<file path="src/rtl/inst_fetch_pkg.sv">
// rtl/inst_fetch_pkg.sv - shared cpu package: fetch state encoding and width/halt defaults
package inst_fetch_pkg;

  localparam int          ADDR_W_DEF    = 16;
  localparam int          DATA_W_DEF    = 32;
  localparam logic [31:0] HALT_WORD_DEF = 32'hFFFF_FFFF;

  typedef enum logic [1:0] {
    ST_BOOT  = 2'd0,
    ST_FETCH = 2'd1,
    ST_HALT  = 2'd2
  } fetch_state_t;

endpackage

</file>
<file path="src/rtl/inst_fetch.sv">
// rtl/inst_fetch.sv - single-slot instruction fetch stage with stall, redirect and halt
module inst_fetch
  import inst_fetch_pkg::*;
#(
  parameter int                ADDR_W    = ADDR_W_DEF,
  parameter int                DATA_W    = DATA_W_DEF,
  parameter logic [ADDR_W-1:0] RESET_PC  = '0,
  parameter logic [DATA_W-1:0] HALT_WORD = DATA_W'(HALT_WORD_DEF)
) (
  input  logic              clk,
  input  logic              reset,
  output logic [ADDR_W-1:0] imem_addr,
  input  logic [DATA_W-1:0] imem_data,
  input  logic              id_ready,
  input  logic              branch_taken,
  input  logic [ADDR_W-1:0] branch_target,
  output logic [DATA_W-1:0] ir_out,
  output logic [ADDR_W-1:0] pc_out,
  output logic              ir_valid,
  output logic              halted,
  output logic [31:0]       fetch_count
);

  fetch_state_t      state;
  logic [ADDR_W-1:0] pc;
  logic              slot_free;

  assign imem_addr = pc;
  assign halted    = (state == ST_HALT);
  assign slot_free = !ir_valid || id_ready;

  always_ff @(posedge clk or posedge reset) begin
    if (reset) begin
      state       <= ST_BOOT;
      pc          <= RESET_PC;
      ir_out      <= '0;
      pc_out      <= '0;
      ir_valid    <= 1'b0;
      fetch_count <= '0;
    end else begin
      // A handoff counts even when a redirect flushes the slot in the same cycle.
      if (ir_valid && id_ready)
        fetch_count <= fetch_count + 32'd1;

      if (state == ST_BOOT) begin
        state <= ST_FETCH;
      end else if (branch_taken) begin
        pc       <= branch_target;
        ir_valid <= 1'b0;
        state    <= ST_FETCH;
      end else if (state == ST_FETCH && slot_free) begin
        if (imem_data == HALT_WORD) begin
          ir_valid <= 1'b0;
          state    <= ST_HALT;
        end else begin
          ir_out   <= imem_data;
          pc_out   <= pc;
          ir_valid <= 1'b1;
          pc       <= pc + ADDR_W'(1);
        end
      end
    end
  end

endmodule
</file>
<file path="config.mk">
export PLATFORM = sky130hd
export DESIGN_NAME = inst_fetch
export DESIGN_NICKNAME = d
export VERILOG_FILES = /design/src/rtl/inst_fetch_pkg.sv /design/src/rtl/inst_fetch.sv
export SDC_FILE = /design/constraint.sdc
export NUM_CORES = 1
export LEC_CHECK = 0
export BUFFER_PORTS_ARGS = -buffer_cell sky130_fd_sc_hd__buf_4
export CAP_MARGIN = 25
export CORE_UTILIZATION = 45
export DETAILED_ROUTE_END_ITERATION = 7
export PLACE_DENSITY = 0.8
export SLEW_MARGIN = 30
export SYNTH_ARGS = -nofsm -noshare
export SYNTH_HDL_FRONTEND = slang
export SYNTH_SLANG_ARGS = --single-unit
</file>
<file path="constraint.sdc">
create_clock -name clk -period 2.5 [get_ports clk]
set_input_delay 0.125 -clock clk [delete_from_list [all_inputs] [get_ports clk]]
set_output_delay 0.125 -clock clk [all_outputs]
set_load 0.1 [all_outputs]
</file>
== Word level (Yosys, flattened, before mapping) ==
Cells that the tools add are included.

* Bitwise operators: 3
* Mux-type cells: 10
* Eq/ne operators: 4
* Reduce and logical (&&, ||, !) cells: 12
* $add $sub $neg: 2

{| class="wikitable"
|+ Operator list
! kind !! count
|-
| 16-bit 2-to-1 mux || 3
|-
| 32-bit by 1-bit adder with 32-bit output (second input constant) || 1
|-
| 32-bit == test (second input constant) || 1
|-
| 16-bit by 1-bit adder with 16-bit output (second input constant) || 1
|-
| 2-bit 2-to-1 mux || 4
|-
| 3-bit nonzero test || 2
|-
| 2-bit AND reduction || 2
|-
| 4-bit AND reduction || 1
|-
| 1-bit 2-to-1 mux || 3
|-
| 1-bit inverter || 3
|-
| 3-bit AND reduction || 1
|-
| 2-bit by 1-bit == test with 1-bit output (second input constant) || 1
|-
| 2-bit == test (second input constant) || 1
|-
| 1-bit logical AND || 2
|-
| 2-bit zero test || 1
|-
| 2-bit inequality test (second input constant) || 1
|-
| 2-bit nonzero test || 1
|-
| 1-bit zero test || 1
|-
| 1-bit logical OR || 1
|}

* Logic and storage cells: 37
* Output and inout port bits: 98
* Input port bits: 52
* Bits in registers: 99

== Logic depth before layout (Yosys ltp) ==
* Depth after elaboration: 6
* Depth in mapped cells: 9
* Mapped depth without buffers: 6

== Least setup slack after synthesis ==
Ideal clock, no wire load.

* Path type: register -> register
* Start: register fetch_count[0]
* End: register fetch_count[28]
* Clock period less this slack: 2.594 ns
* Slack: -0.094 ns
* Stages on the path, launching flop included: 8
* Arrival: 2.435 ns
* Buffers on the path: 1
* Required time: 2.341 ns
* Cells stage by stage: dfrtp_1 ha_1 and3_1 buf_2 nand3_1 nor4_2 nand4_1 xnor2_1

* Cells in the longest elaborated chain, start to end: 1

{| class="wikitable"
|+ RTL lines
! what !! line !! RTL
|-
| start: declaration || inst_fetch.sv:21 || <nowiki>output logic [31:0] fetch_count</nowiki>
|-
| start signal: assignment || inst_fetch.sv:43 || <nowiki>fetch_count <= fetch_count + 32'd1;</nowiki>
|-
| 32-bit by 1-bit adder with 32-bit output || inst_fetch.sv:43 ||
|}

No other way between the ends.
A chain may end at the register's enable or synchronous reset.

== Worst setup path in the final report ==
* Start: input imem_data[1]
* End: register pc_out[2]

* Cells in the longest elaborated chain, start to end: 3

{| class="wikitable"
|+ RTL lines
! what !! line !! RTL
|-
| start: declaration || inst_fetch.sv:13 || <nowiki>input logic [DATA_W-1:0] imem_data,</nowiki>
|-
| 32-bit == test || inst_fetch.sv:52 || <nowiki>if (imem_data == HALT_WORD) begin</nowiki>
|-
| 1-bit inverter (no source line) || -- ||
|-
| 4-bit AND reduction (no source line) || -- ||
|-
| end signal: assignment || inst_fetch.sv:57 || <nowiki>pc_out <= pc;</nowiki>
|-
| end: declaration || inst_fetch.sv:18 || <nowiki>output logic [ADDR_W-1:0] pc_out,</nowiki>
|}

No other way between the ends.

==> results.cfg <==
[floorplan]
die_w_um = 103
die_area_mm2 = 0.0106
core_mm2 = 0.00982
initial_core_util_pct = 46.6
die_h_um = 103
rows = 36
num_io_pins = 150

[timing]
finalClockSkew_ns = 0.0108
period_needed_ns = 2.17
slew_violations = 0
max_freq_mhz = 460
finalHoldViolations = 0
setup_ws_ns = 0.326
finalSetupTns_ns = 0
relSlewSlack_pct = 55.6
grt_setup_unrepaired = false
setup_violations = 0
fin_crit_sh_pct = 87.0
holdWs_ns = 0.0202
worst_pin_slew_ns = 0.665

[cts]
clk_latency_ns = 0.37
numCtsBuffers = 9
clock-sinks = 99
cts_root_buf = clkbuf_8
path_clk_slew_ns = 0.09
cts_setup_buffers = 0
htree_num_levels = 3
cts_tree = built
postCtsHoldBufs = 31
ctsResizeCount = 0
clock_path_buffers = 2

[synth]
yosysUniqueCellTypes = 51
synth-edff-count = 0
yosysWarnings = 0
synth_seq_cells = 99
synth_top_area_share_pct = 54.1
ys_top_cells_by_area = dfrtp_1 (54%), mux2_2 (9.8%), xnor2_1 (4.0%), mux2_4 (3.0%), nand4_1 (2.7%)
yosysTopAreaCell = dfrtp_1
netlist_area_mm2 = 0.00458
ys_seq_area_share_pct = 54.1
synth_cells = 380
async_flop_share_pct = 100
syn_nets = 434
synth.avg_cell_area_um2 = 12.0
synth_flop_cell = dfrtp_1

[layout]
layout-drive-gt1-share_pct = 43.0
area_growth_pct = 38.7
layout_common_cells = buf_4 (153), dfrtp_1 (89), mux2_2 (40)
final_common_cell = buf_4
antenna_cells = 0
layout.nets = 614

[critical_path]
arrival_ns = 2.42
cp_max_fo = 18
critPathCaptureType = register
crit_chain = dlygate4sd3_1 -> buf_4 -> nand4_1 -> nor4_4 -> nand2_4 -> and2_4 -> buf_12 -> mux2_4
critPathRequiredTime_ns = 2.75
criticalPathCategory = primary input to register
cp_slowest_stage_delay_ns = 0.56
cp_slowest_cell = nor4_4
start_kind = primary input

[place]
gp_congestion = 0.860
pre_cts_ws_ns = 0.428
portBuffers = 149
dp_hpwl_um = 8230

[global_route]
grt_max_degree = 48
grt_overflow = 0
grt_pass1_wl_um = 19000
grt_pass1_vias = 3899
antenna_found_initial = 0
grt_usage_pct = 23.6

[power_and_ir_drop]
ir_worst_vdd_mv = 0.473
power_density_mw_per_mm2 = 844
p_leak_nw = 2.93

[run]
drv_cap = 0

[drt]
wl_per_cell_um = 17.2
drt_first_pass_iters = 4
drc_errors = 0
drt_wl_total_um = 12000
drt_iter0_markers = 202
vias_per_cell = 5.42
ant_nets = 0
vias = 3782

[worst_hold_path]
hold_class = primary input to register

[outcome]
status = complete, no violations
## critical path, delay by kind of cell
kind                   cells  cell delay, ns
buffers and inverters      3            0.85
AND/OR/NAND/NOR            4            1.12
multiplexers               1            0.30
## synthesized netlist by cell type (8+ instances only)
cell	count
a211oi_1	8
clkbuf_1	8
dfrtp_1	99
mux2_2	40
mux2_4	9
nand2_1	19
nand3_1	20
nand4_1	20
nor2_1	16
nor3_1	10
o21ai_0	13
or3_1	8
xnor2_1	21
xor2_1	10
## flip-flops by register name, summed over array words and instances (netlist names)
signal       flops
imem_addr       16
fetch_count     32
ir_out          32
state            2
ir_valid         1
pc_out          16
## path summary, 6_finish.rpt
kind,startpoint,end,slack (ns),depth (start not counted)
min in group asynchronous,reset,fetch_count[19],0.33,3
max in group asynchronous,reset,ir_out[12],1.39,4
worst max register to register,fetch_count[0],fetch_count[28],0.42,6
worst min register to register,fetch_count[31],fetch_count[31],0.48,1
worst max-delay path,imem_data[1],pc_out[2],0.33,8
worst min-delay path,imem_data[4],ir_out[4],0.02,2
## power by group
group	internal [mW]	switching (mW)	total, mW
Clock	0.364	0.568	0.932
Combinational	0.574	1.85	2.42
Sequential	1.81	0.188	2.00
## cell type report
cell class,instances,area [um^2]
flip-flops and latches,99,2490
well taps,133,166
repair buffers,187,1520
inverters,6,26.3
multi-input cells,257,1970
clock inverters,6,42.5
fillers,785,3470
clock buffers,10,128
## metrics by stage
step | std cells | util, % | area (um^2) | total power [mW]
after detailed placement | 651 | 59.7 | 5870 | 4.41
final | 698 | 64.6 | 6350 | 5.35
after floorplan | 380 | - | 4590 | 3.86
after global routing | 698 | 64.6 | 6350 | 5.55
after CTS | 698 | 64.6 | 6350 | 5.38
after global placement | 651 | 59.7 | 5870 | 4.38
## kinds of logic (layout without fill, tap and decap cells)
kind of cell | after synthesis | in the layout | synth area share [%]
XOR/XNOR | 31 | 31 | 5.93
buffers and inverters | 24 | 209 | 2.73
flip-flops | 99 | 99 | 54.1
multiplexers | 49 | 49 | 12.8
AO/OA/AOI/OAI | 46 | 46 | 7.03
adder cells (fa/ha/maj) | 2 | 2 | 0.547
AND/OR/NAND/NOR | 129 | 129 | 16.8
## per-layer routing
layer / vias up / track usage [%] / wire length (um)
met2: 170 / 38.8 / 5930
li1: 1750 / - / -
met5: - / 0 / 0
met4: 0 / 11.9 / 392
met1: 1827 / 29.8 / 4870
met3: 35 / 4.75 / 794
Power figures use the tool's default switching activity.
